[src/rtl/restoring_divider_pkg.sv]
// divider_pkg: shared definitions for the restoring divider.
// Holds the FSM state encoding and the default operand width.
// Ports: none (package).
package divider_pkg;

  localparam int DEFAULT_WIDTH = 4;

  typedef enum logic [2:0] {
    IDLE      = 3'd0,
    INIT      = 3'd1,
    SHIFT_SUB = 3'd2,
    TEST      = 3'd3,
    DONE      = 3'd4
  } div_state_e;

endpackage

[src/rtl/restoring_divider_if.sv]
// restoring_divider_if: start/stop-style request and result bundle.
// Requester side (master) drives start, dividend and divisor.
// Divider side (slave) returns quotient, remainder, busy, done and div_by_zero.
interface restoring_divider_if
  import divider_pkg::*;
#(
  parameter int WIDTH = DEFAULT_WIDTH
);

  logic             start;
  logic [WIDTH-1:0] dividend;
  logic [WIDTH-1:0] divisor;
  logic [WIDTH-1:0] quotient;
  logic [WIDTH-1:0] remainder;
  logic             busy;
  logic             done;
  logic             div_by_zero;

  modport master (
    output start, dividend, divisor,
    input  quotient, remainder, busy, done, div_by_zero
  );

  modport slave (
    input  start, dividend, divisor,
    output quotient, remainder, busy, done, div_by_zero
  );

endinterface

[src/rtl/restoring_divider_datapath.sv]
// restoring_divider_datapath: A (partial remainder), Q (dividend/quotient)
// and M (divisor) registers with one WIDTH+1-bit adder/subtractor.
// Ports:
//   Clk, reset         clock, asynchronous active-high reset
//   load               A<-0, Q<-dividend, M<-divisor
//   shift_sub          shift {A,Q} left by one, then A <- A - M
//   test_restore       restore A when negative and set Q[0] accordingly
//   dividend, divisor  operands, sampled only on load
//   a_sign             sign bit of the registered A
//   q_next, r_next     next-cycle Q and A[WIDTH-1:0], used by the top to
//                      capture results on the same edge as the final step
module restoring_divider_datapath
  import divider_pkg::*;
#(
  parameter int WIDTH = DEFAULT_WIDTH
) (
  input  logic             Clk,
  input  logic             reset,
  input  logic             load,
  input  logic             shift_sub,
  input  logic             test_restore,
  input  logic [WIDTH-1:0] dividend,
  input  logic [WIDTH-1:0] divisor,
  output logic             a_sign,
  output logic [WIDTH-1:0] q_next,
  output logic [WIDTH-1:0] r_next
);

  logic [WIDTH:0]   a_q, a_d;
  logic [WIDTH-1:0] q_q, q_d;
  logic [WIDTH-1:0] m_q, m_d;

  logic [WIDTH:0]   m_ext_s;
  logic [WIDTH:0]   a_shift_s;
  logic [WIDTH:0]   op_a_s;
  logic [WIDTH:0]   addend_s;
  logic [WIDTH:0]   sum_s;

  // Shared adder: subtracts M from shifted A, or adds M back to A on restore.
  always_comb begin
    m_ext_s   = {1'b0, m_q};
    a_shift_s = {a_q[WIDTH-1:0], q_q[WIDTH-1]};
    op_a_s    = shift_sub ? a_shift_s : a_q;
    addend_s  = shift_sub ? ~m_ext_s : m_ext_s;
    sum_s     = op_a_s + addend_s + {{WIDTH{1'b0}}, shift_sub};
  end

  // Next-state selection for A, Q and M.
  always_comb begin
    a_d = a_q;
    q_d = q_q;
    m_d = m_q;
    if (load) begin
      a_d = {(WIDTH+1){1'b0}};
      q_d = dividend;
      m_d = divisor;
    end else if (shift_sub) begin
      a_d = sum_s;
      q_d = {q_q[WIDTH-2:0], 1'b0};
    end else if (test_restore) begin
      if (a_q[WIDTH]) begin
        a_d    = sum_s;
        q_d[0] = 1'b0;
      end else begin
        a_d    = a_q;
        q_d[0] = 1'b1;
      end
    end else begin
      a_d = a_q;
      q_d = q_q;
      m_d = m_q;
    end
  end

  // Datapath registers.
  always_ff @(posedge Clk or posedge reset) begin
    if (reset) begin
      a_q <= {(WIDTH+1){1'b0}};
      q_q <= {WIDTH{1'b0}};
      m_q <= {WIDTH{1'b0}};
    end else begin
      a_q <= a_d;
      q_q <= q_d;
      m_q <= m_d;
    end
  end

  assign a_sign = a_q[WIDTH];
  assign q_next = q_d;
  assign r_next = a_d[WIDTH-1:0];

endmodule

[src/rtl/restoring_divider.sv]
// restoring_divider: sequential restoring unsigned divider, one quotient
// bit every two cycles (SHIFT_SUB then TEST).
// Ports:
//   Clk    clock, rising edge
//   reset  asynchronous, active-high; returns to IDLE with outputs cleared
//   bus    restoring_divider_if.slave: start/dividend/divisor in,
//          quotient/remainder/busy/done/div_by_zero out (all registered)
// Build option: define DIV_ZERO_DETECT_EN to short-circuit a zero divisor
// from INIT straight to DONE with div_by_zero set; otherwise the full
// algorithm runs and div_by_zero is tied low.
module restoring_divider
  import divider_pkg::*;
#(
  parameter int WIDTH = DEFAULT_WIDTH
) (
  input  logic                Clk,
  input  logic                reset,
  restoring_divider_if.slave  bus
);

  localparam int CW = $clog2(WIDTH + 1);
  localparam logic [CW-1:0] COUNT_LAST = CW'(WIDTH);

  div_state_e       state_q, state_d;
  logic [CW-1:0]    count_q, count_d;
  logic [WIDTH-1:0] quot_q, quot_d;
  logic [WIDTH-1:0] rem_q, rem_d;
  logic             busy_q, busy_d;
  logic             done_q, done_d;
`ifdef DIV_ZERO_DETECT_EN
  logic             dbz_q, dbz_d;
`endif

  logic             load_s;
  logic             shift_sub_s;
  logic             test_restore_s;
  logic             a_sign_s;
  logic [WIDTH-1:0] q_next_s;
  logic [WIDTH-1:0] r_next_s;

  restoring_divider_datapath #(.WIDTH(WIDTH)) u_datapath (
    .Clk          (Clk),
    .reset        (reset),
    .load         (load_s),
    .shift_sub    (shift_sub_s),
    .test_restore (test_restore_s),
    .dividend     (bus.dividend),
    .divisor      (bus.divisor),
    .a_sign       (a_sign_s),
    .q_next       (q_next_s),
    .r_next       (r_next_s)
  );

  // FSM next state, datapath controls and next values of the output registers.
  always_comb begin
    state_d        = state_q;
    count_d        = count_q;
    quot_d         = quot_q;
    rem_d          = rem_q;
    load_s         = 1'b0;
    shift_sub_s    = 1'b0;
    test_restore_s = 1'b0;
`ifdef DIV_ZERO_DETECT_EN
    dbz_d          = dbz_q;
`endif
    case (state_q)
      IDLE: begin
        if (bus.start) begin
          state_d = INIT;
        end else begin
          state_d = IDLE;
        end
      end
      INIT: begin
        load_s  = 1'b1;
        count_d = {CW{1'b0}};
`ifdef DIV_ZERO_DETECT_EN
        dbz_d   = 1'b0;
        if (bus.divisor == {WIDTH{1'b0}}) begin
          state_d = DONE;
          quot_d  = {WIDTH{1'b1}};
          rem_d   = bus.dividend;
          dbz_d   = 1'b1;
        end else begin
          state_d = SHIFT_SUB;
        end
`else
        state_d = SHIFT_SUB;
`endif
      end
      SHIFT_SUB: begin
        shift_sub_s = 1'b1;
        state_d     = TEST;
      end
      TEST: begin
        test_restore_s = 1'b1;
        count_d        = count_q + {{(CW-1){1'b0}}, 1'b1};
        // Results are captured from the datapath's next values so they
        // appear together with done.
        if (count_d == COUNT_LAST) begin
          state_d = DONE;
          quot_d  = q_next_s;
          rem_d   = r_next_s;
        end else begin
          state_d = SHIFT_SUB;
        end
      end
      DONE: begin
        state_d = IDLE;
      end
      default: begin
        state_d = IDLE;
      end
    endcase
    busy_d = (state_d == INIT) || (state_d == SHIFT_SUB) || (state_d == TEST);
    done_d = (state_d == DONE);
  end

  // FSM, iteration counter and registered outputs.
  always_ff @(posedge Clk or posedge reset) begin
    if (reset) begin
      state_q <= IDLE;
      count_q <= {CW{1'b0}};
      quot_q  <= {WIDTH{1'b0}};
      rem_q   <= {WIDTH{1'b0}};
      busy_q  <= 1'b0;
      done_q  <= 1'b0;
`ifdef DIV_ZERO_DETECT_EN
      dbz_q   <= 1'b0;
`endif
    end else begin
      state_q <= state_d;
      count_q <= count_d;
      quot_q  <= quot_d;
      rem_q   <= rem_d;
      busy_q  <= busy_d;
      done_q  <= done_d;
`ifdef DIV_ZERO_DETECT_EN
      dbz_q   <= dbz_d;
`endif
    end
  end

  // a_sign_s is consumed inside the datapath's restore decision; the top
  // only sequences the steps.
  logic unused_s;
  assign unused_s = a_sign_s;

  assign bus.quotient  = quot_q;
  assign bus.remainder = rem_q;
  assign bus.busy      = busy_q;
  assign bus.done      = done_q;
`ifdef DIV_ZERO_DETECT_EN
  assign bus.div_by_zero = dbz_q;
`else
  assign bus.div_by_zero = 1'b0;
`endif

endmodule
[src/flat_wrapper.sv]
// flat-port wrapper written by rule: the top's interface ports become plain ports
module restoring_divider_flat import divider_pkg::*;
#(
  parameter int WIDTH = DEFAULT_WIDTH
)
  (Clk, reset, bus_start, bus_dividend, bus_divisor, bus_quotient, bus_remainder, bus_busy, bus_done, bus_div_by_zero);
  restoring_divider_if #(.WIDTH(WIDTH)) bus_i ();
  input  logic Clk;
  input  logic reset;
  input wire logic [$bits(bus_i.start)-1:0] bus_start;
  input wire logic [$bits(bus_i.dividend)-1:0] bus_dividend;
  input wire logic [$bits(bus_i.divisor)-1:0] bus_divisor;
  output wire logic [$bits(bus_i.quotient)-1:0] bus_quotient;
  output wire logic [$bits(bus_i.remainder)-1:0] bus_remainder;
  output wire logic [$bits(bus_i.busy)-1:0] bus_busy;
  output wire logic [$bits(bus_i.done)-1:0] bus_done;
  output wire logic [$bits(bus_i.div_by_zero)-1:0] bus_div_by_zero;
  assign bus_i.start = bus_start;
  assign bus_i.dividend = bus_dividend;
  assign bus_i.divisor = bus_divisor;
  assign bus_quotient = bus_i.quotient;
  assign bus_remainder = bus_i.remainder;
  assign bus_busy = bus_i.busy;
  assign bus_done = bus_i.done;
  assign bus_div_by_zero = bus_i.div_by_zero;
  restoring_divider #(.WIDTH(WIDTH)) u_core (.Clk(Clk), .reset(reset), .bus(bus_i));
endmodule
[config.mk]
export PLATFORM = sky130hd
export DESIGN_NAME = restoring_divider_flat
export DESIGN_NICKNAME = d
export VERILOG_FILES = /design/src/rtl/restoring_divider_pkg.sv /design/src/rtl/restoring_divider_if.sv /design/src/rtl/restoring_divider_datapath.sv /design/src/rtl/restoring_divider.sv /design/src/flat_wrapper.sv
export SDC_FILE = /design/constraint.sdc
export NUM_CORES = 1
export LEC_CHECK = 0
export CORE_ASPECT_RATIO = 0.75
export CORE_MARGIN = 1
export CORE_UTILIZATION = 53
export DETAILED_ROUTE_END_ITERATION = 7
export PLACE_DENSITY_LB_ADDON = 0.2
export SLEW_MARGIN = 20
export SYNTH_ARGS = -nofsm -noshare
export SYNTH_HDL_FRONTEND = slang
export SYNTH_SLANG_ARGS = --single-unit
export TNS_END_PERCENT = 50
[constraint.sdc]
create_clock -name Clk -period 3.41 [get_ports Clk]
set_input_delay 1.023 -clock Clk [delete_from_list [all_inputs] [get_ports Clk]]
set_output_delay 1.023 -clock Clk [all_outputs]
set_load 0.03 [all_outputs]
Word level (Yosys, flattened, before mapping)
Cells that the tools add are included.
{"block": "op_classes", "reduce_logical": 6, "n_bitwise": 1, "n_addsub": 3, "muxes": 17, "eq_ne": 8}
{"operator": "two-way mux 5 bit", "n": 6}
{"operator": "== test 3 x 2 -> 1 bit, second input constant", "n": 4}
{"operator": "one-hot mux 3 bit (4 select lines)", "n": 1}
{"operator": "two-way mux 4 bit", "n": 2}
{"operator": "== test 3 x 1 -> 1 bit, second input constant", "n": 2}
{"operator": "== test 3 bit, second input constant", "n": 2}
{"operator": "two-way mux 1 bit", "n": 6}
{"operator": "one-hot mux 3 bit (2 select lines)", "n": 1}
{"operator": "adder 5 x 1 -> 5 bit", "n": 1}
{"operator": "adder 5 bit", "n": 1}
{"operator": "NOT 4 -> 5 bit", "n": 1}
{"operator": "adder 3 x 1 -> 3 bit, second input constant", "n": 1}
{"operator": "logical NOT 3 bit", "n": 1}
{"operator": "two-way mux 3 bit", "n": 1}
{"operator": "nonzero test 3 bit", "n": 1}
{"operator": "logical OR 1 bit", "n": 2}
{"operator": "AND reduction 2 bit", "n": 1}
{"operator": "nonzero test 2 bit", "n": 1}
{"block": "word_totals", "elab_cells": 45, "register_bits": 29, "inputBits": 11, "output_inout_bits": 11}

Logic depth before layout (Yosys ltp)
Gate-level depths: netlist of run 1.
{"block": "depth", "depth_word": 9, "ltp_mapped": 11, "ltp_nobuf": 9}

Cells and area by module
Synthesis of run 1 repeated with hierarchy kept, for this count alone.
{"block": "unflattened", "cells_unflattened": 132, "hier_area_um2": 1515.2}
{"mod": "restoring_divider_datapath", "area_per_inst_um2": 828.3, "n_inst": 1, "seq_area_each_um2": 325.3, "cells_each": 81}
{"mod": "restoring_divider", "area_per_inst_um2": 686.9, "n_inst": 1, "seq_area_each_um2": 400.4, "cells_each": 51}

Worst setup path after synthesis of run 1
OpenSTA, ideal clock, no wires.
{"block": "synth_timing", "path_type": "register to register", "start": "reg u_core.state_q[0]", "end": "reg u_core.rem_q[3], in the netlist u_core.bus.remainder[3]", "arrival_time_ns": 2.816, "n_path_buf": 2, "synth_period_minus_slack_ns": 2.941, "required_time_ns": 3.285, "slack_ns": 0.469, "stages_incl_launch_ff": 11, "setup_time_ns": 0.125, "cell_sequence": "dfrtp_1 buf_6 nor3b_4 buf_2 mux2_2 ha_1 nand2_1 or3_1 a311o_1 o311a_1 mux2_4"}
{"block": "synth_between", "elab_chain_len": 9, "elab_cells_between_ends": 15, "classes_between": "add/sub: 2; eq/ne: 3; mux: 9; reduce/logical: 1"}
{"item": "start: declaration", "line": "restoring_divider.sv:24", "source": "div_state_e state_q, state_d;"}
{"item": "start signal: assignment", "line": "restoring_divider.sv:132", "source": "state_q <= state_d;"}
{"item": "== test 3 x 2 -> 1 bit", "line": "restoring_divider.sv:66", "source": "case (state_q)"}
{"item": "two-way mux 1 bit", "line": "restoring_divider.sv:66"}
{"item": "two-way mux 5 bit, on equally long branches", "line": "restoring_divider_datapath.sv:43, restoring_divider_datapath.sv:44"}
{"item": "adder 5 bit", "line": "restoring_divider_datapath.sv:45", "source": "sum_s = op_a_s + addend_s + {{WIDTH{1'b0}}, shift_sub};"}
{"item": "adder 5 x 1 -> 5 bit", "line": "restoring_divider_datapath.sv:45"}
{"item": "two-way mux 5 bit", "line": "restoring_divider_datapath.sv:61", "source": "if (a_q[WIDTH]) begin"}
{"item": "two-way mux 5 bit", "line": "restoring_divider_datapath.sv:60", "source": "end else if (test_restore) begin"}
{"item": "two-way mux 5 bit", "line": "restoring_divider_datapath.sv:57", "source": "end else if (shift_sub) begin"}
{"item": "two-way mux 5 bit (*)", "line": "restoring_divider_datapath.sv:53", "source": "if (load) begin"}
{"item": "net u_core.r_next_s[3]", "line": "restoring_divider.sv:39", "source": "logic [WIDTH-1:0] r_next_s;"}
{"item": "end signal: assignment", "line": "restoring_divider.sv:125", "source": "rem_q <= {WIDTH{1'b0}};"}
{"item": "end signal: assignment", "line": "restoring_divider.sv:135", "source": "rem_q <= rem_d;"}
{"item": "end: declaration", "line": "restoring_divider.sv:27", "source": "logic [WIDTH-1:0] rem_q, rem_d;"}
Mark *: on every way through the listed nets, which the timed path passes. The rest lies on a longest branch. The select of a mux whose other input is x is not followed.
A chain may end at the register's enable or synchronous reset.

Final worst setup path of run 1
{"block": "layout_timing", "start": "reg u_core.state_q[1]", "end": "reg u_core.rem_q[3], in the netlist u_core.bus.remainder[3]"}
The elaborated chain is that of the path after synthesis.

==> results of run 1 <==
sequential cells by signal, summed over array words and instances (netlist names):
register               count
u_core.u_datapath.a_q      5
u_core.bus.quotient        4
u_core.bus.remainder       4
u_core.u_datapath.m_q      4
u_core.u_datapath.q_q      4
u_core.count_q             3
u_core.state_q             3
u_core.bus.busy            1
u_core.bus.done            1
per-layer routing:
metal / wire length, µm / global-route usage
met1: 1300 / 0.248
met5: 0 / 0
met2: 1230 / 0.313
met3: 168 / 0.0595
met4: 23 / 0.109
layout by cell type, fill, tap and decap left out, types with 2 or more instances in the layout:
master and count:
sky130_fd_sc_hd__nor3_1 2, sky130_fd_sc_hd__nor2_1 8, sky130_fd_sc_hd__clkdlybuf4s50_1 20, sky130_fd_sc_hd__xor2_1 5
sky130_fd_sc_hd__mux2_2 14, sky130_fd_sc_hd__nand3_1 2, sky130_fd_sc_hd__o21ai_0 11, sky130_fd_sc_hd__nand2b_1 4
sky130_fd_sc_hd__nand2_1 12, sky130_fd_sc_hd__inv_1 5, sky130_fd_sc_hd__mux2i_1 7, sky130_fd_sc_hd__buf_4 2
sky130_fd_sc_hd__ha_1 5, sky130_fd_sc_hd__clkbuf_8 5, sky130_fd_sc_hd__and3_1 2, sky130_fd_sc_hd__a21oi_1 3
sky130_fd_sc_hd__dfrtp_1 29, sky130_fd_sc_hd__nor2b_1 2
metrics by stage:
step | std cells | utilization | worst slack, ps
3_3_place_gp | 187 | 0.649 | 705
2_1_floorplan | 135 | - | 469
4_1_cts | 194 | 0.688 | 599
3_5_place_dp | 187 | 0.649 | 604
5_1_grt | 194 | 0.688 | 400
6_report | 194 | 0.688 | 571
layout make-up:
class	count	area, µm²	area share
Tap cell	36	45.0	0.0248
Inverter	6	22.5	0.0124
Multi-Input combinational cell	94	707	0.389
Clock buffer	5	68.8	0.0378
Clock inverter	2	35.0	0.0193
Sequential cell	29	726	0.399
Timing Repair Buffer	22	215	0.118
logic make-up after synthesis:
logic type	after synthesis	share of synthesized area
AO/OA/AOI/OAI	23	0.0935
adder cells (fa/ha/maj)	6	0.0551
multiplexers	22	0.162
other	1	0.00250
AND/OR/NAND/NOR	37	0.129
flip-flops	29	0.484
buffers and inverters	12	0.0442
XOR/XNOR	5	0.0292
worst reg2reg max path: cells and delay by family (launching register included):
kind,cells,cell delay (ps)
adder cells (fa/ha/maj),1,380
AND/OR/NAND/NOR,3,720
AO/OA/AOI/OAI,2,450
flip-flops,1,550
multiplexers,1,260
XOR/XNOR,1,110
buffers and inverters,1,270
worst min path at each step:
stage                             from                       to  slack [ps]  cells after the start
6_report       u_core.bus.remainder[1]  u_core.bus.remainder[1]         500                      1
5_1_grt        u_core.bus.remainder[2]  u_core.bus.remainder[2]         530                      1
4_1_cts        u_core.bus.remainder[1]  u_core.bus.remainder[1]         510                      1
3_5_place_dp   u_core.bus.remainder[1]  u_core.bus.remainder[1]         500                      1
3_3_place_gp   u_core.bus.remainder[2]  u_core.bus.remainder[2]         490                      1
2_1_floorplan        u_core.count_q[1]        u_core.count_q[1]         480                      2
Yosys cell counts (2+ instances only):
master,n
sky130_fd_sc_hd__dfrtp_1,29
sky130_fd_sc_hd__xor2_1,5
sky130_fd_sc_hd__nor3_1,2
sky130_fd_sc_hd__buf_6,2
sky130_fd_sc_hd__inv_1,5
sky130_fd_sc_hd__a21oi_1,3
sky130_fd_sc_hd__nor2b_1,2
sky130_fd_sc_hd__nor2_1,8
sky130_fd_sc_hd__nand3_1,2
sky130_fd_sc_hd__nand2_1,12
sky130_fd_sc_hd__o21ai_0,11
sky130_fd_sc_hd__and3_1,2
sky130_fd_sc_hd__buf_2,2
sky130_fd_sc_hd__mux2i_1,7
sky130_fd_sc_hd__ha_1,5
sky130_fd_sc_hd__nand2b_1,4
sky130_fd_sc_hd__mux2_2,14
==> impl_summary.log, run 1 <==
[metrics] outcome: completed
[metrics] post-detailed-route via-to-cell ratio: 5.42
[metrics] Post-synth EDFFs: 0
[metrics] max-cap viol count: 0
[metrics] synth warn: 0
[metrics] portion of the post-synthesis area used by sequential elements: 0.484
[metrics] DRC violation count after routing: 0
[metrics] CP cell instances: nor3b_4 -> buf_4 -> xor2_1 -> ha_1 -> nand2_1 -> or3_1 -> a311o_1 -> o311a_1 -> mux2_4
[metrics] post-route cell area: 1820 µm²
[metrics] type of the most critical hold path: flop to flop
[metrics] Die Wd: 63.4 µm
[metrics] number of standard cells after synthesis: 135
[metrics] die extent in y: 48.1 µm
[metrics] Global Route Usage Sum: 0.196
[metrics] effective utilization at floorplan: 0.567
[metrics] hold-fix buffers at CTS: 0
[metrics] Filler cells: 215
[metrics] type of destination of the critical path: flop
[metrics] asr flop ratio synth: 1.00
[metrics] critical path class: flop to flop
[metrics] time the final worst path needs with I/O delays and setup: 2840 ps
[metrics] required time of the critical path: 3580 ps
[metrics] unrepaired setup endpoints after global routing: no
[metrics] maximum number of pins on one net before global-route repair: 30
[metrics] share of the clock period used by the worst path after layout: 0.833
[metrics] critical-path maximum fanout: 14
[metrics] Critical-path top delay cell: sky130_fd_sc_hd__dfrtp_1
[metrics] Post-DP Area: 1720 µm²
[metrics] worst hold slack after final layout: 505 ps
[metrics] Reg2Reg Depth: 9
[metrics] number of synthesized register bits: 29
[metrics] vias after detailed routing: 1052
[metrics] Top delay family on crit path: simple AND/OR/NAND/NOR gates
[metrics] peak per-stage delay on the critical path: 550 ps
[metrics] count of routing violations after the opening detailed-route iteration: 39
[metrics] R2R Path Start: u_core.state_q[1]
[metrics] Worst Clk Skew: 6.49 ps
[metrics] fraction of final layout cells with drive strength greater than 1: 0.171
[metrics] Die Outline Area: 3050 µm²
[metrics] endpoint of the lowest-slack register-to-register path: u_core.bus.remainder[3]
[metrics] count of buffers from port buffering: 20
[metrics] aggregate routed wire length: 2730 µm
[metrics] core area: 2640 µm²
[metrics] DP HPWL: 1970 µm
[metrics] Crit path depth: 9
[metrics] placer congestion estimate: 0.849
[metrics] termination of the worst setup path: u_core.bus.remainder[3]
[metrics] final number of max-transition violations: 0
[metrics] worst slew pin tran: 892 ps
[metrics] Clock Tree Buf Depth: 2
[metrics] Top FF cell, synth: sky130_fd_sc_hd__dfrtp_1
[metrics] post-route antenna net violation count: 0
[metrics] cells resized by post-CTS repair: 0
[metrics] total negative slack for setup checks: 0 ps
[metrics] CP startpoint kind: flop
[metrics] root buf cell: sky130_fd_sc_hd__clkbuf_8
[metrics] number of buffers inserted during clock tree synthesis: 5
[metrics] library cell with the largest summed area after synthesis: sky130_fd_sc_hd__dfrtp_1
[metrics] Netlist Area Pre-Place: 1500 µm²
[metrics] total nets after synthesis: 152
[metrics] count of H-tree levels built during CTS: 2
[metrics] relative slew slack: 0.403
[metrics] library cells used by synthesis: 37
[metrics] Worst Path Buf+Inv: 1
[metrics] critical path arrival: 3010 ps
[metrics] clock latency reported for the late side of the worst-skew pair: 280 ps
[metrics] number of setup violations in the final report: 0
[metrics] initial antenna violation count: 0
[metrics] gr ovfl total: 0
[metrics] top achievable clock speed: 352 MHz
[metrics] Avg WL per Cell: 14.1 µm
[metrics] average cell area after synthesis: 11.1 µm²
[metrics] synthesis-to-finish area growth: 21.4%
[metrics] Crit. Startpoint: u_core.state_q[1]
[metrics] number of setup buffers added after CTS: 0
[metrics] number of search-and-repair iterations in the first detailed-routing pass: 4
[metrics] first-pass GRT wire length: 4240 µm
[metrics] number of sinks on the clock net: 29
[metrics] Final Hold Violating Endpoints: 0
[metrics] net total in the final layout: 175
[metrics] vias in the first global route: 965
[metrics] top cells by area, synth: sky130_fd_sc_hd__dfrtp_1, sky130_fd_sc_hd__mux2_2, sky130_fd_sc_hd__mux2i_1
[metrics] CTS tree: done
[metrics] diode insertion count for antenna repair: 0
[metrics] flop2flop setup slack: 570 ps
[metrics] number of primary I/O pins: 22
[metrics] CTS clock-pin slew for the worst setup and hold paths: 60 ps
[metrics] area share of the largest cell type after synthesis: 0.484
[metrics] Row Count: 16
Power of run 1 is left out: the tool's default activity adds up to more than one toggle a clock period on the data nets, which glitch-free logic cannot reach.
==> run 2, diff against run 1 <==
- clock period: 3.41 -> 2.85 ns (I/O delays scaled with it)
==> run 2 against run 1 <==
  * Wire length is 6.9% higher
  * Clock skew is 0.97 ps lower
  * Cell count is 3.1% higher
  * Worst hold slack better by 2.5 ps
  * Critical path depth stayed put
  * Register-to-register slack worse by 340 ps
  * Worst setup slack worse by 340 ps
  * Non-clock buffer count is 5 higher
  * Die area stayed put
  * Critical endpoint unchanged
  * Critical path type unchanged
==> impl_summary.log, run 2 (synthesis gave the netlist of run 1 again) <==
[metrics] vias after detailed routing: 1107 (was 1052)
[metrics] Final Hold Violating Endpoints: 0 (unchanged)
[metrics] routing usage on met3: 0.0619 (was 0.0595)
[metrics] unrepaired setup endpoints after global routing: no (unchanged)
[metrics] max-cap viol count: 0 (unchanged)
[metrics] CP startpoint kind: flop (unchanged)
[metrics] core area: 2640 µm² (unchanged)
[metrics] count of H-tree levels built during CTS: 2 (unchanged)
[metrics] number of search-and-repair iterations in the first detailed-routing pass: 4 (unchanged)
[metrics] relative slew slack: 0.657 (was 0.403)
[metrics] number of setup buffers added after CTS: 0 (unchanged)
[metrics] register with the most flip-flops: u_core.u_datapath.a_q (unchanged)
[metrics] number of primary I/O pins: 22 (unchanged)
[metrics] layer with the highest usage: met2 (unchanged)
[metrics] number of sinks on the clock net: 29 (unchanged)
[metrics] critical-path maximum fanout: 9 (was 14)
[metrics] net total in the final layout: 180 (was 175)
[metrics] top achievable clock speed: 382 MHz (was 352 MHz)
[metrics] DRC violation count after routing: 0 (unchanged)
[metrics] Avg WL per Cell: 14.6 µm (was 14.1 µm)
[metrics] type of destination of the critical path: flop (unchanged)
[metrics] Crit. Startpoint: u_core.state_q[2] (was u_core.state_q[1])
[metrics] count of buffers from port buffering: 20 (unchanged)
[metrics] CTS clock-pin slew for the worst setup and hold paths: 60 ps (about the same)
[metrics] commonest non-fill, non-tap cell in the layout: sky130_fd_sc_hd__dfrtp_1 (unchanged)
[metrics] time the final worst path needs with I/O delays and setup: 2610 ps (was 2840 ps)
[metrics] fraction of final layout cells with drive strength greater than 1: 0.201 (was 0.171)
[metrics] number of flip-flops in the largest register: 5 (unchanged)
[metrics] synthesis-to-finish area growth: 23.3% (was 21.4%)
[metrics] Die Wd: 63.4 µm (unchanged)
[metrics] endpoint of the lowest-slack register-to-register path: u_core.bus.remainder[3] (unchanged)
[metrics] termination of the worst setup path: u_core.bus.remainder[3] (unchanged)
[metrics] number of setup violations in the final report: 0 (unchanged)
[metrics] count of routing violations after the opening detailed-route iteration: 26 (was 39)
[metrics] global-route met2 utilization: 0.400 (was 0.313)
[metrics] number of buffers inserted during clock tree synthesis: 5 (unchanged)
[metrics] Global Route Usage Sum: 0.219 (was 0.196)
[metrics] hold-fix buffers at CTS: 0 (unchanged)
[metrics] post-detailed-route via-to-cell ratio: 5.54 (was 5.42)
[metrics] Global Route met1 Usage: 0.251 (was 0.248)
[metrics] instance count after placement with tap cells included: 192 (was 187)
[metrics] most frequent cells in the layout: sky130_fd_sc_hd__dfrtp_1, sky130_fd_sc_hd__clkdlybuf4s50_1, sky130_fd_sc_hd__mux2_2 (unchanged)
[metrics] cells resized by post-CTS repair: 0 (unchanged)
[metrics] Row Count: 16 (unchanged)
[metrics] critical path class: flop to flop (unchanged)
[metrics] gr ovfl total: 0 (unchanged)
[metrics] worst slew pin tran: 511 ps (was 892 ps)
[metrics] Clock Tree Buf Depth: 2 (unchanged)
[metrics] placer congestion estimate: 0.875 (was 0.849)
[metrics] clock latency reported for the late side of the worst-skew pair: 270 ps (was 280 ps)
[metrics] Worst Clk Skew: 5.53 ps (was 6.49 ps)
[metrics] die extent in y: 48.1 µm (unchanged)
[metrics] worst hold slack after final layout: 507 ps (was 505 ps)
[metrics] diode insertion count for antenna repair: 0 (unchanged)
[metrics] total negative slack for setup checks: 0 ps (unchanged)
[metrics] root buf cell: sky130_fd_sc_hd__clkbuf_8 (unchanged)
[metrics] required time of the critical path: 3010 ps (was 3580 ps)
[metrics] flop2flop setup slack: 240 ps (was 570 ps)
[metrics] Die Outline Area: 3050 µm² (unchanged)
[metrics] share of the clock period used by the worst path after layout: 0.917 (was 0.833)
[metrics] aggregate routed wire length: 2910 µm (was 2730 µm)
[metrics] post-route antenna net violation count: 0 (unchanged)
[metrics] Reg2Reg Depth: 9 (unchanged)
[metrics] initial antenna violation count: 0 (unchanged)
[metrics] effective utilization at floorplan: 0.567 (unchanged)
[metrics] critical path arrival: 2770 ps (was 3010 ps)
[metrics] R2R Path Start: u_core.state_q[2] (was u_core.state_q[1])
[metrics] final cell count without fillers: 200 (was 194)
[metrics] vias in the first global route: 1032 (was 965)
[metrics] post-route cell area: 1850 µm² (was 1820 µm²)
[metrics] CTS tree: done (unchanged)
[metrics] Post-DP Area: 1770 µm² (was 1720 µm²)
[metrics] maximum number of pins on one net before global-route repair: 30 (unchanged)
[metrics] final number of max-transition violations: 0 (unchanged)
[metrics] outcome: completed (unchanged)
[metrics] first-pass GRT wire length: 4720 µm (was 4240 µm)
[metrics] DP HPWL: 2250 µm (was 1970 µm)
[metrics] type of the most critical hold path: flop to flop (unchanged)
-- run 2: cell types whose count changed in the layout (fill, tap and decap cells not counted), sizes merged --
cell	delta
clkbuf	+1
bufinv	-1
buf	+5
clkinv	+1
-- run 2: routing by layer --
layer / vias up / part of all wire
met2: 37 / 0.50
met5: - / 0
met4: 0 / 0.021
li1: 526 / -
met1: 536 / 0.42
met3: 8 / 0.054
-- run 2: layout make-up --
cell class	instances	area (µm²)
clock buffers	6	72.6
clock inverters	2	10.0
fillers	225	795
inverters	6	22.5
multi-input cells	94	719
flip-flops and latches	29	726
well taps	36	45.0
repair buffers	27	253
-- run 2: worst min-delay path by stage --
stage               slack [ps]  cells past startpoint                    start                      end
floorplan                  480                      2        u_core.count_q[1]        u_core.count_q[1]
global route               530                      1   u_core.bus.quotient[0]   u_core.bus.quotient[0]
finish                     510                      1   u_core.bus.quotient[0]   u_core.bus.quotient[0]
CTS                        510                      1   u_core.bus.quotient[0]   u_core.bus.quotient[0]
global placement           490                      1  u_core.bus.remainder[2]  u_core.bus.remainder[2]
detailed placement         490                      1   u_core.bus.quotient[0]   u_core.bus.quotient[0]
-- run 2: per-stage QoR --
| step | util | worst slack [ps] |
|---|---|---|
| after CTS | 0.699 | 247 |
| after global routing | 0.699 | 100 |
| after global placement | 0.668 | 308 |
| after detailed placement | 0.668 | 261 |
| final | 0.699 | 235 |
| after floorplan | - | 24.3 |
-- run 2: critical path, stage by stage, from the launching register on --
cell and delay, ps:
sky130_fd_sc_hd__dfrtp_1 410, sky130_fd_sc_hd__nor3b_4 280, sky130_fd_sc_hd__buf_4 230, sky130_fd_sc_hd__xor2_1 290, sky130_fd_sc_hd__ha_1 190, sky130_fd_sc_hd__nand2_1 50
sky130_fd_sc_hd__or3_1 330, sky130_fd_sc_hd__a311o_1 320, sky130_fd_sc_hd__o311a_1 130, sky130_fd_sc_hd__mux2_4 260
Power of run 2 is left out for the same reason.
==> run 3, diff against run 2 <==
- CORE_UTILIZATION: 53 -> 45
==> run 3 against run 2 <==
  * First-iteration DRC count increased by 50%
  * Sequential cell count unchanged
  * Critical path depth decreased by 1
  * Wire length decreased by 0.62%
  * Die area increased by 17%
  * Clock skew decreased by 3.0 ps
  * Clock-buffer cell count unchanged
  * Largest cell class is now multi-input gates
  * Highest routed layer unchanged
==> impl_summary.log, run 3 (synthesis gave the netlist of run 1 again) <==
[metrics] total negative slack for setup checks: 0 ps (unchanged)
[metrics] Clock Tree Buf Depth: 2 (unchanged)
[metrics] sink of the worst hold path: u_core.bus.remainder[0] (was u_core.bus.quotient[0])
[metrics] critical path arrival: 2870 ps (was 2770 ps)
[metrics] type of the most critical hold path: flop to flop (unchanged)
[metrics] R2R Path Start: u_core.state_q[2] (unchanged)
[metrics] fraction of final layout cells with drive strength greater than 1: 0.209 (was 0.201)
[metrics] final number of max-transition violations: 0 (unchanged)
[metrics] number of flip-flops in the largest register: 5 (unchanged)
[metrics] Crit. Startpoint: u_core.state_q[2] (unchanged)
[metrics] Final Hold Violating Endpoints: 0 (unchanged)
[metrics] first-pass GRT wire length: 4770 µm (was 4720 µm)
[metrics] post-detailed-route via-to-cell ratio: 5.27 (was 5.54)
[metrics] Die Outline Area: 3570 µm² (was 3050 µm²)
[metrics] Global Route Usage Sum: 0.195 (was 0.219)
[metrics] top achievable clock speed: 370 MHz (was 382 MHz)
[metrics] CP cell instances: nor3b_4 -> mux2_2 -> ha_1 -> nand2_1 -> or3_1 -> a311o_1 -> o311a_1 -> mux2_4 (was nor3b_4 -> buf_4 -> xor2_1 -> ha_1 -> nand2_1 -> or3_1 -> a311o_1 -> o311a_1 -> mux2_4)
[metrics] worst slew pin tran: 544 ps (was 511 ps)
[metrics] register with the most flip-flops: u_core.u_datapath.a_q (unchanged)
[metrics] die extent in y: 52.0 µm (was 48.1 µm)
[metrics] most frequent cells in the layout: sky130_fd_sc_hd__dfrtp_1, sky130_fd_sc_hd__clkdlybuf4s50_1, sky130_fd_sc_hd__mux2_2 (unchanged)
[metrics] vias in the first global route: 1035 (was 1032)
[metrics] count of routing violations after the opening detailed-route iteration: 39 (was 26)
[metrics] clock latency reported for the late side of the worst-skew pair: 280 ps (was 270 ps)
[metrics] diode insertion count for antenna repair: 0 (unchanged)
[metrics] CTS tree: done (unchanged)
[metrics] Top delay family on crit path: multiplexers (was simple AND/OR/NAND/NOR gates)
[metrics] instance count after placement with tap cells included: 193 (was 192)
[metrics] count of H-tree levels built during CTS: 2 (unchanged)
[metrics] number of sinks on the clock net: 29 (unchanged)
[metrics] Reg2Reg Depth: 8 (was 9)
[metrics] vias after detailed routing: 1060 (was 1107)
[metrics] DP HPWL: 2010 µm (was 2250 µm)
[metrics] net total in the final layout: 179 (was 180)
[metrics] CP startpoint kind: flop (unchanged)
[metrics] Die Wd: 68.6 µm (was 63.4 µm)
[metrics] Worst Path Buf+Inv: 0 (was 1)
[metrics] root buf cell: sky130_fd_sc_hd__clkbuf_8 (unchanged)
[metrics] gr ovfl total: 0 (unchanged)
[metrics] endpoint of the lowest-slack register-to-register path: u_core.bus.remainder[3] (unchanged)
[metrics] Row Count: 17 (was 16)
[metrics] initial antenna violation count: 0 (unchanged)
[metrics] maximum number of pins on one net before global-route repair: 30 (unchanged)
[metrics] time the final worst path needs with I/O delays and setup: 2700 ps (was 2610 ps)
[metrics] DRC violation count after routing: 0 (unchanged)
[metrics] depth of the worst hold-timing path: 1 (unchanged)
[metrics] max-cap viol count: 0 (unchanged)
[metrics] number of buffers inserted during clock tree synthesis: 5 (unchanged)
[metrics] start point of the worst min-delay path: u_core.bus.remainder[0] (was u_core.bus.quotient[0])
[metrics] relative slew slack: 0.635 (was 0.657)
[metrics] final core utilization: 0.616 (was 0.699)
[metrics] number of search-and-repair iterations in the first detailed-routing pass: 4 (unchanged)
[metrics] share of the clock period used by the worst path after layout: 0.948 (was 0.917)
[metrics] outcome: completed (unchanged)
[metrics] post-route antenna net violation count: 0 (unchanged)
[metrics] CTS clock-pin slew for the worst setup and hold paths: 60 ps (about the same)
[metrics] peak per-stage delay on the critical path: 490 ps (was 410 ps)
[metrics] count of buffers from port buffering: 20 (unchanged)
[metrics] critical path class: flop to flop (unchanged)
[metrics] flop2flop setup slack: 150 ps (was 240 ps)
[metrics] required time of the critical path: 3020 ps (was 3010 ps)
[metrics] placer congestion estimate: 0.748 (was 0.875)
[metrics] critical-path maximum fanout: 9 (unchanged)
[metrics] number of primary I/O pins: 22 (unchanged)
[metrics] hold-fix buffers at CTS: 0 (unchanged)
[metrics] number of setup buffers added after CTS: 0 (unchanged)
[metrics] core area: 3060 µm² (was 2640 µm²)
[metrics] synthesis-to-finish area growth: 26.0% (was 23.3%)
[metrics] Critical-path top delay cell: sky130_fd_sc_hd__dfrtp_1 (unchanged)
[metrics] unrepaired setup endpoints after global routing: no (unchanged)
[metrics] aggregate routed wire length: 2900 µm (was 2910 µm)
[metrics] final cell count without fillers: 201 (was 200)
[metrics] Avg WL per Cell: 14.4 µm (was 14.6 µm)
[metrics] commonest non-fill, non-tap cell in the layout: sky130_fd_sc_hd__dfrtp_1 (unchanged)
[metrics] Crit path depth: 8 (was 9)
[metrics] type of destination of the critical path: flop (unchanged)
[metrics] number of setup violations in the final report: 0 (unchanged)
[metrics] effective utilization at floorplan: 0.489 (was 0.567)
[metrics] Worst Clk Skew: 2.57 ps (was 5.53 ps)
-- run 3: worst max path at each step --
stage | slack [ps] | to
after CTS | 160 | u_core.bus.remainder[3]
after detailed placement | 180 | u_core.bus.remainder[3]
final | 150 | u_core.bus.remainder[3]
after global placement | 230 | u_core.bus.remainder[3]
after global routing | 10 | u_core.bus.remainder[3]
after floorplan | 20 | u_core.bus.remainder[3]
-- run 3: final cells by class --
class,instances,area [µm²]
clock buffer,6,82.6
clock inverter,2,37.5
fill,248,1170
inverter,6,22.5
multi-input combinational,94,727
sequential,29,726
tap,38,47.5
timing repair buffer,26,245
-- run 3: routing by layer --
layer	global-route usage	vias to the layer above	share of wire
met1	0.260	508	0.51
met5	0	-	0
met3	0.0570	8	0.050
met4	0.104	0	0.022
met2	0.281	23	0.42
li1	-	521	-
-- run 3: metrics by stage --
step                hold slack, ps  cell area [µm²]  setup WS (ps)
finish                         509             1890            148
global route                   532             1890           10.6
CTS                            516             1880            158
detailed placement             499             1760            178
global placement               490             1760            228
floorplan                      479             1520           24.3
-- run 3: timing repair --
item,CTS,global route
endpoints found under the setup margin,0,1
hold endpoints to repair,0,0
resized for setup,0,1
Power of run 3 is left out for the same reason.
